===== src/rtl/nebula_trap_if.sv =====
// Commit-stage / CSR-file side of the trap unit: event inputs, CSR state and
// trap/redirect outputs bundled so the trap unit connects through one port.
interface nebula_trap_if #(
  parameter int XLEN = 64
);
  logic            commit_valid;
  logic [XLEN-1:0] commit_pc;
  logic [XLEN-1:0] next_pc;
  logic            exc_valid;
  logic [3:0]      exc_code;
  logic [XLEN-1:0] exc_tval;
  logic            mret_valid;
  logic            mie_global;
  logic [XLEN-1:0] mie_en;
  logic [XLEN-1:0] mip;
  logic [XLEN-1:0] mtvec;
  logic [XLEN-1:0] mepc;
  logic            debug_mode;
  logic            trap;
  logic [XLEN-1:0] trap_cause;
  logic [XLEN-1:0] trap_pc;
  logic [XLEN-1:0] trap_value;
  logic            flush;
  logic            redirect_valid;
  logic [XLEN-1:0] redirect_pc;
  logic            mret_done;
  logic            busy;

  modport master (
    output commit_valid, commit_pc, next_pc, exc_valid, exc_code, exc_tval,
           mret_valid, mie_global, mie_en, mip, mtvec, mepc, debug_mode,
    input  trap, trap_cause, trap_pc, trap_value, flush, redirect_valid,
           redirect_pc, mret_done, busy
  );

  modport slave (
    input  commit_valid, commit_pc, next_pc, exc_valid, exc_code, exc_tval,
           mret_valid, mie_global, mie_en, mip, mtvec, mepc, debug_mode,
    output trap, trap_cause, trap_pc, trap_value, flush, redirect_valid,
           redirect_pc, mret_done, busy
  );
endinterface


===== src/rtl/nebula_trap_unit.sv =====
// Trap sequencer in front of the CSR file: arbitrates exceptions, MRET and
// machine interrupts at commit, then strobes trap/flush and redirects fetch.
module nebula_trap_unit #(
  parameter int              XLEN     = 64,
  parameter logic [XLEN-1:0] IRQ_MASK = XLEN'(64'h0000_0000_0000_0888)
) (
  input logic         clk,
  input logic         rst,
  nebula_trap_if.slave bus
);

  typedef enum logic [1:0] {
    S_IDLE  = 2'd0,
    S_TRAP  = 2'd1,
    S_REDIR = 2'd2,
    S_MRET  = 2'd3
  } state_e;

  state_e          state_q, state_d;
  logic [XLEN-1:0] cause_q, cause_d;
  logic [XLEN-1:0] pc_q, pc_d;
  logic [XLEN-1:0] tval_q, tval_d;
  logic            irq_q, irq_d;
  logic [5:0]      code_q, code_d;
  logic            trap_q, trap_d;
  logic            flush_q, flush_d;
  logic            rvalid_q, rvalid_d;
  logic            mret_done_q, mret_done_d;
  logic            busy_q, busy_d;
  logic [XLEN-1:0] pend_s;
  logic [XLEN-1:0] base_s;
  logic [XLEN-1:0] rpc_s;

  // Interrupt code: MEI > MSI > MTI; any other enabled source falls back to its bit index.
  function automatic logic [5:0] irq_code(input logic [XLEN-1:0] pend);
    logic [5:0] code;
    code = 6'd0;
    for (int i = 0; i < XLEN; i++) begin
      code = pend[i] ? 6'(i) : code;
    end
    code = pend[7]  ? 6'd7  : code;
    code = pend[3]  ? 6'd3  : code;
    code = pend[11] ? 6'd11 : code;
    return code;
  endfunction

  assign pend_s = bus.mip & bus.mie_en & IRQ_MASK;
  assign base_s = {bus.mtvec[XLEN-1:2], 2'b00};

  // Event arbitration, next state and next values of the registered strobes.
  always_comb begin
    state_d = state_q;
    cause_d = cause_q;
    pc_d    = pc_q;
    tval_d  = tval_q;
    irq_d   = irq_q;
    code_d  = code_q;
    case (state_q)
      S_IDLE: begin
        if (bus.commit_valid && !bus.debug_mode) begin
          if (bus.exc_valid) begin
            state_d = S_TRAP;
            cause_d = {{(XLEN-4){1'b0}}, bus.exc_code};
            pc_d    = bus.commit_pc;
            tval_d  = bus.exc_tval;
            irq_d   = 1'b0;
            code_d  = 6'd0;
          end else if (bus.mret_valid) begin
            state_d = S_MRET;
          end else if (bus.mie_global && (pend_s != {XLEN{1'b0}})) begin
            state_d = S_TRAP;
            code_d  = irq_code(pend_s);
            cause_d = {1'b1, {(XLEN-7){1'b0}}, irq_code(pend_s)};
            pc_d    = bus.next_pc;
            tval_d  = {XLEN{1'b0}};
            irq_d   = 1'b1;
          end else begin
            state_d = S_IDLE;
          end
        end else begin
          state_d = S_IDLE;
        end
      end
      S_TRAP:  state_d = S_REDIR;
      S_REDIR: state_d = S_IDLE;
      S_MRET:  state_d = S_IDLE;
      default: state_d = S_IDLE;
    endcase
    trap_d      = (state_d == S_TRAP);
    flush_d     = (state_d == S_TRAP) || (state_d == S_MRET);
    rvalid_d    = (state_d == S_REDIR) || (state_d == S_MRET);
    mret_done_d = (state_d == S_MRET);
    busy_d      = (state_d != S_IDLE);
  end

  // mtvec is read live in REDIR so the redirect sees the CSR state after the trap.
  always_comb begin
    rpc_s = {XLEN{1'b0}};
    if (state_q == S_REDIR) begin
      if (irq_q && (bus.mtvec[1:0] == 2'b01)) begin
        rpc_s = base_s + {{(XLEN-8){1'b0}}, code_q, 2'b00};
      end else begin
        rpc_s = base_s;
      end
    end else if (state_q == S_MRET) begin
      rpc_s = bus.mepc;
    end else begin
      rpc_s = {XLEN{1'b0}};
    end
  end

  // State and output registers; reset aborts any sequence in flight.
  always_ff @(posedge clk) begin
    if (rst) begin
      state_q     <= S_IDLE;
      cause_q     <= {XLEN{1'b0}};
      pc_q        <= {XLEN{1'b0}};
      tval_q      <= {XLEN{1'b0}};
      irq_q       <= 1'b0;
      code_q      <= 6'd0;
      trap_q      <= 1'b0;
      flush_q     <= 1'b0;
      rvalid_q    <= 1'b0;
      mret_done_q <= 1'b0;
      busy_q      <= 1'b0;
    end else begin
      state_q     <= state_d;
      cause_q     <= cause_d;
      pc_q        <= pc_d;
      tval_q      <= tval_d;
      irq_q       <= irq_d;
      code_q      <= code_d;
      trap_q      <= trap_d;
      flush_q     <= flush_d;
      rvalid_q    <= rvalid_d;
      mret_done_q <= mret_done_d;
      busy_q      <= busy_d;
    end
  end

  assign bus.trap           = trap_q;
  assign bus.trap_cause     = cause_q;
  assign bus.trap_pc        = pc_q;
  assign bus.trap_value     = tval_q;
  assign bus.flush          = flush_q;
  assign bus.redirect_valid = rvalid_q;
  assign bus.redirect_pc    = rpc_s;
  assign bus.mret_done      = mret_done_q;
  assign bus.busy           = busy_q;

endmodule

===== src/flat_wrapper.sv =====
// flat-port wrapper written by rule: the top's interface ports become plain ports
module nebula_trap_unit_flat 
#(
  parameter int              XLEN     = 64,
  parameter logic [XLEN-1:0] IRQ_MASK = XLEN'(64'h0000_0000_0000_0888)
)
  (clk, rst, bus_commit_valid, bus_commit_pc, bus_next_pc, bus_exc_valid, bus_exc_code, bus_exc_tval, bus_mret_valid, bus_mie_global, bus_mie_en, bus_mip, bus_mtvec, bus_mepc, bus_debug_mode, bus_trap, bus_trap_cause, bus_trap_pc, bus_trap_value, bus_flush, bus_redirect_valid, bus_redirect_pc, bus_mret_done, bus_busy);
  nebula_trap_if #(.XLEN(XLEN)) bus_i ();
  input logic clk;
  input logic rst;
  input wire logic [$bits(bus_i.commit_valid)-1:0] bus_commit_valid;
  input wire logic [$bits(bus_i.commit_pc)-1:0] bus_commit_pc;
  input wire logic [$bits(bus_i.next_pc)-1:0] bus_next_pc;
  input wire logic [$bits(bus_i.exc_valid)-1:0] bus_exc_valid;
  input wire logic [$bits(bus_i.exc_code)-1:0] bus_exc_code;
  input wire logic [$bits(bus_i.exc_tval)-1:0] bus_exc_tval;
  input wire logic [$bits(bus_i.mret_valid)-1:0] bus_mret_valid;
  input wire logic [$bits(bus_i.mie_global)-1:0] bus_mie_global;
  input wire logic [$bits(bus_i.mie_en)-1:0] bus_mie_en;
  input wire logic [$bits(bus_i.mip)-1:0] bus_mip;
  input wire logic [$bits(bus_i.mtvec)-1:0] bus_mtvec;
  input wire logic [$bits(bus_i.mepc)-1:0] bus_mepc;
  input wire logic [$bits(bus_i.debug_mode)-1:0] bus_debug_mode;
  output wire logic [$bits(bus_i.trap)-1:0] bus_trap;
  output wire logic [$bits(bus_i.trap_cause)-1:0] bus_trap_cause;
  output wire logic [$bits(bus_i.trap_pc)-1:0] bus_trap_pc;
  output wire logic [$bits(bus_i.trap_value)-1:0] bus_trap_value;
  output wire logic [$bits(bus_i.flush)-1:0] bus_flush;
  output wire logic [$bits(bus_i.redirect_valid)-1:0] bus_redirect_valid;
  output wire logic [$bits(bus_i.redirect_pc)-1:0] bus_redirect_pc;
  output wire logic [$bits(bus_i.mret_done)-1:0] bus_mret_done;
  output wire logic [$bits(bus_i.busy)-1:0] bus_busy;
  assign bus_i.commit_valid = bus_commit_valid;
  assign bus_i.commit_pc = bus_commit_pc;
  assign bus_i.next_pc = bus_next_pc;
  assign bus_i.exc_valid = bus_exc_valid;
  assign bus_i.exc_code = bus_exc_code;
  assign bus_i.exc_tval = bus_exc_tval;
  assign bus_i.mret_valid = bus_mret_valid;
  assign bus_i.mie_global = bus_mie_global;
  assign bus_i.mie_en = bus_mie_en;
  assign bus_i.mip = bus_mip;
  assign bus_i.mtvec = bus_mtvec;
  assign bus_i.mepc = bus_mepc;
  assign bus_i.debug_mode = bus_debug_mode;
  assign bus_trap = bus_i.trap;
  assign bus_trap_cause = bus_i.trap_cause;
  assign bus_trap_pc = bus_i.trap_pc;
  assign bus_trap_value = bus_i.trap_value;
  assign bus_flush = bus_i.flush;
  assign bus_redirect_valid = bus_i.redirect_valid;
  assign bus_redirect_pc = bus_i.redirect_pc;
  assign bus_mret_done = bus_i.mret_done;
  assign bus_busy = bus_i.busy;
  nebula_trap_unit #(.XLEN(XLEN), .IRQ_MASK(IRQ_MASK)) u_core (.clk(clk), .rst(rst), .bus(bus_i));
endmodule

===== config.mk =====
export PLATFORM = sky130hd
export DESIGN_NAME = nebula_trap_unit_flat
export DESIGN_NICKNAME = d
export VERILOG_FILES = /design/src/rtl/nebula_trap_if.sv /design/src/rtl/nebula_trap_unit.sv /design/src/flat_wrapper.sv
export SDC_FILE = /design/constraint.sdc
export NUM_CORES = 1
export LEC_CHECK = 0
export CORE_AREA = 3 3 278 280
export CTS_CLUSTER_SIZE = 24
export DETAILED_ROUTE_END_ITERATION = 10
export DIE_AREA = 0 0 281 283
export PLACE_DENSITY_LB_ADDON = 0.12
export REMOVE_ABC_BUFFERS = 1
export SYNTH_ARGS = -nofsm -noshare
export SYNTH_HDL_FRONTEND = slang
export SYNTH_SLANG_ARGS = --single-unit

===== constraint.sdc =====
create_clock -name clk -period 3.9 [get_ports clk]
set_clock_uncertainty 0.1 [all_clocks]
set_input_delay 0.78 -clock clk [delete_from_list [all_inputs] [get_ports clk]]
set_output_delay 0.78 -clock clk [all_outputs]
set_load 0.1 [all_outputs]

==> impl_results.md <==
- Status: completed
- Buf+Inv Stages, Crit Path: 5
- Total grt overflow: 0
- Slew Limit Fails: 0
- Synth area leader: dfxtp_1
- Clock Latency Late Sink: around 0.45 ns
- Post-synth EDFFs: 0
- Die area: approximately 0.080 mm2
- Drt pass-1 iters: 4
- Final setup viols: 0
- Crit share post-route: 0.9936
- Worst setup path category: in -> out
- # IOs: 720
- Pin count of the biggest net entering global routing: 86
- Fraction of layout cells with a size suffix above 1: 0.2070
- Placed cell count: 2,590
- Required @ worst endpoint: 3.02 ns
- Slowest cell delay on critical path: 0.51 ns
- Worst path cell trace: clkdlybuf4s50_1 -> and4_4 -> buf_12 -> buf_4 -> nand4_2 -> buf_6 -> or4_1 -> o2111a_1 -> buf_12
- Area overhead of the layout relative to synthesis: 110.5%
- Vias: 9,934
- Routed Wire Length: 48,890 um
- Worst Path Arrival: 3.00 ns
- TritonCTS Sinks: 143
- Core Region: roughly 0.075 mm2
- Hold crit path type: reg -> reg
- Total power: 5.209 mW
- Slew HR: 0.2681
- Most common cell after layout, fill and taps aside: clkdlybuf4s50_1
- Crit path launch type: input port
- Slowest stage cell, crit path: clkdlybuf4s50_1
- H-Tree Level Count: 4
- Most frequent cells in the layout: clkdlybuf4s50_1, buf_4, nor2_1
- Max-cap violations: 0
- Post-route DRC: 0
- Routed vias/inst: 3.744
- Rows: 100
- Yosys top cell area share: 0.3465
- Cell count after synthesis: 1,014
- CP max FO: 8
- Top cells by area, synth: dfxtp_1, mux2i_1, nor2_1
- CTS Buf Count: 17
- Total GRT Usage: 0.1191
- Clock-pin transition on the worst setup and hold timing paths: 0.06 ns
- Crit-path leading delay family: buffers and inverters
- Maximum operating frequency: between 0.2 and 0.3 GHz
- Minimum clock period: 3.875 ns
- Worst slew pin tran: 1.094 ns
- Routed length per instance: 18.43 um
- Syn Area/Cell: 8.148 um2
- VDD IR max: 290.7 uV
- Die Ht: 283 um
- DP HPWL: between 30,000 and 40,000 um
- FILL cells: between 8,000 and 9,000
- Yosys cell types: 56
- Predominant post-synthesis flop cell: dfxtp_1
- Initial antenna violation count: 12
- RSZ-0062 raised after global routing: true
- PD cells: 299.6 mW/mm2
- CTS root buf: clkbuf_16
- Clk buf depth: 2
- Sequential share of the synthesized area: 0.3465
- Async S/R FF share, synth: 0
- Post-Syn Area: between 0.008 and 0.009 mm2
- CP endpoint kind: primary output
- Ys Warns: 0
- Starting Density: 0.1106
- Final hold vios: 0
- Seq cells post-synth: around 140
- Fin cells: 2,653
- Initial drt markers: 304
- PortBufs: 538
- Antenna Nets Post-Route: 0
- Fin nets: roughly 2,100
- Cell mode on critical path: buf_12
- Lkg Pwr: 6.648 nW
- First-pass GRT wire length: ~71,000 um
- Die width: 281 um
- CTS tree: yes
- RePlAce Congestion: 0.8032
- Vias in the first global route: between 10,000 and 15,000
## sequential cells by signal (all words and copies together), names as in the netlist
name / flops
u_core.bus.flush: 1
u_core.bus.trap_cause: 5
u_core.bus.mret_done: 1
u_core.code_q: 3
u_core.bus.busy: 1
u_core.bus.trap: 1
u_core.bus.trap_pc: 64
u_core.state_q: 2
u_core.bus.trap_value: 64
u_core.bus.redirect_valid: 1
## power breakdown
group	switching, mW	total, mW	leakage (nW)	internal [mW]
clock	0.788	1.72	0.298	0.930
combinational	1.26	1.92	5.18	0.655
sequential	0.0425	1.57	1.17	1.53
## final cells by class
type / count / area, um2 / share of cell area
antenna: 8 / 20.02 / 0.001151
clock buffer: 18 / 439.2 / 0.02526
clock inverter: 14 / 173.9 / 0.01000
inverter: 12 / 45.04 / 0.002590
multi-input combinational: 773 / 5117 / 0.2943
sequential: 143 / 2869 / 0.1650
tap: 969 / 1212 / 0.06972
timing repair buffer: 716 / 7512 / 0.4320
## path summary, 6_finish.rpt
check             slack (ns)  cells after the start                        to                    from
setup / recovery        0.02                      9       bus_redirect_pc[53]           bus_mtvec[25]
hold / removal          0.40                      2    u_core.bus.trap_pc[14]  u_core.bus.trap_pc[14]
setup reg to reg        1.45                      6  u_core.bus.trap_cause[3]       u_core.state_q[1]
hold reg to reg         0.40                      2    u_core.bus.trap_pc[14]  u_core.bus.trap_pc[14]
## synth_stat cells, drive strengths merged, types with 2 or more instances
library cell  number
nor2             154
dfxtp            143
buf               78
a211oi            68
clkbuf            66
a22oi             64
mux2i             64
o21ai             57
nand2             39
nand3             27
nand4             27
a31oi             25
a21oi             22
xor2              16
or4               15
nor3              13
o31ai             13
nand2b            12
o211a             12
or3               12
inv               11
xnor2             11
and3               9
and2               7
nor4               6
and4               5
ha                 4
o31a               4
nand3b             3
nor2b              3
nor3b              3
o311a              3
a2111oi            2
o21bai             2
o311ai             2
## logic make-up (layout without fill, tap and decap cells)
kind of cell             Yosys count  in the layout  share of synthesized area
AND/OR/NAND/NOR                  337            337                     0.2045
AO/OA/AOI/OAI                    281            281                     0.2344
buffers and inverters            156            760                    0.09950
flip-flops                       143            143                     0.3465
multiplexers                      64             64                    0.07754
XOR/XNOR                          27             27                    0.02862
adder cells (fa/ha/maj)            5              5                   0.008481
other                              1             67                  0.0004539
## per-stage QoR
step	area (um2)	setup TNS [ns]	setup WS [ns]	hold slack (ns)	util
floorplan	7702	-82.94	-2.035	0.3340	-
global placement	16210	-17.43	-0.5079	0.3690	0.2170
detailed placement	16210	-16.99	-0.5242	0.3658	0.2170
CTS	17210	0	0.005204	0.3995	0.2305
global route	17370	-0.2034	-0.07654	0.4160	0.2326
finish	17390	0	0.02488	0.3955	0.2328
## worst reg2reg max path: stages (launching register included)
cell      delay [ns]
dfxtp_2         0.53
buf_4           0.33
nor3_1          0.21
buf_4           0.19
o21a_4          0.44
nand4b_1        0.32
a31oi_1         0.25
## layer usage
layer  vias to the layer above  global-route usage  routed length [um]
met5                         -                   0                  51
met4                        10             0.02521                 556
met3                        32             0.05862                5592
met2                       386              0.2078               23940
met1                      4580              0.1295               18750
li1                       4926                   -                   -
## what timing repair did
item	in CTS	in global routing
endpoints found under the hold margin	0	0
resized for setup	100	25
endpoints found under the setup margin	57	28
cloned	1	0
pin swaps	26	22
hold buffers	0	0
setup buffers	18	6
No activity file was read; power rests on OpenSTA's default activity.
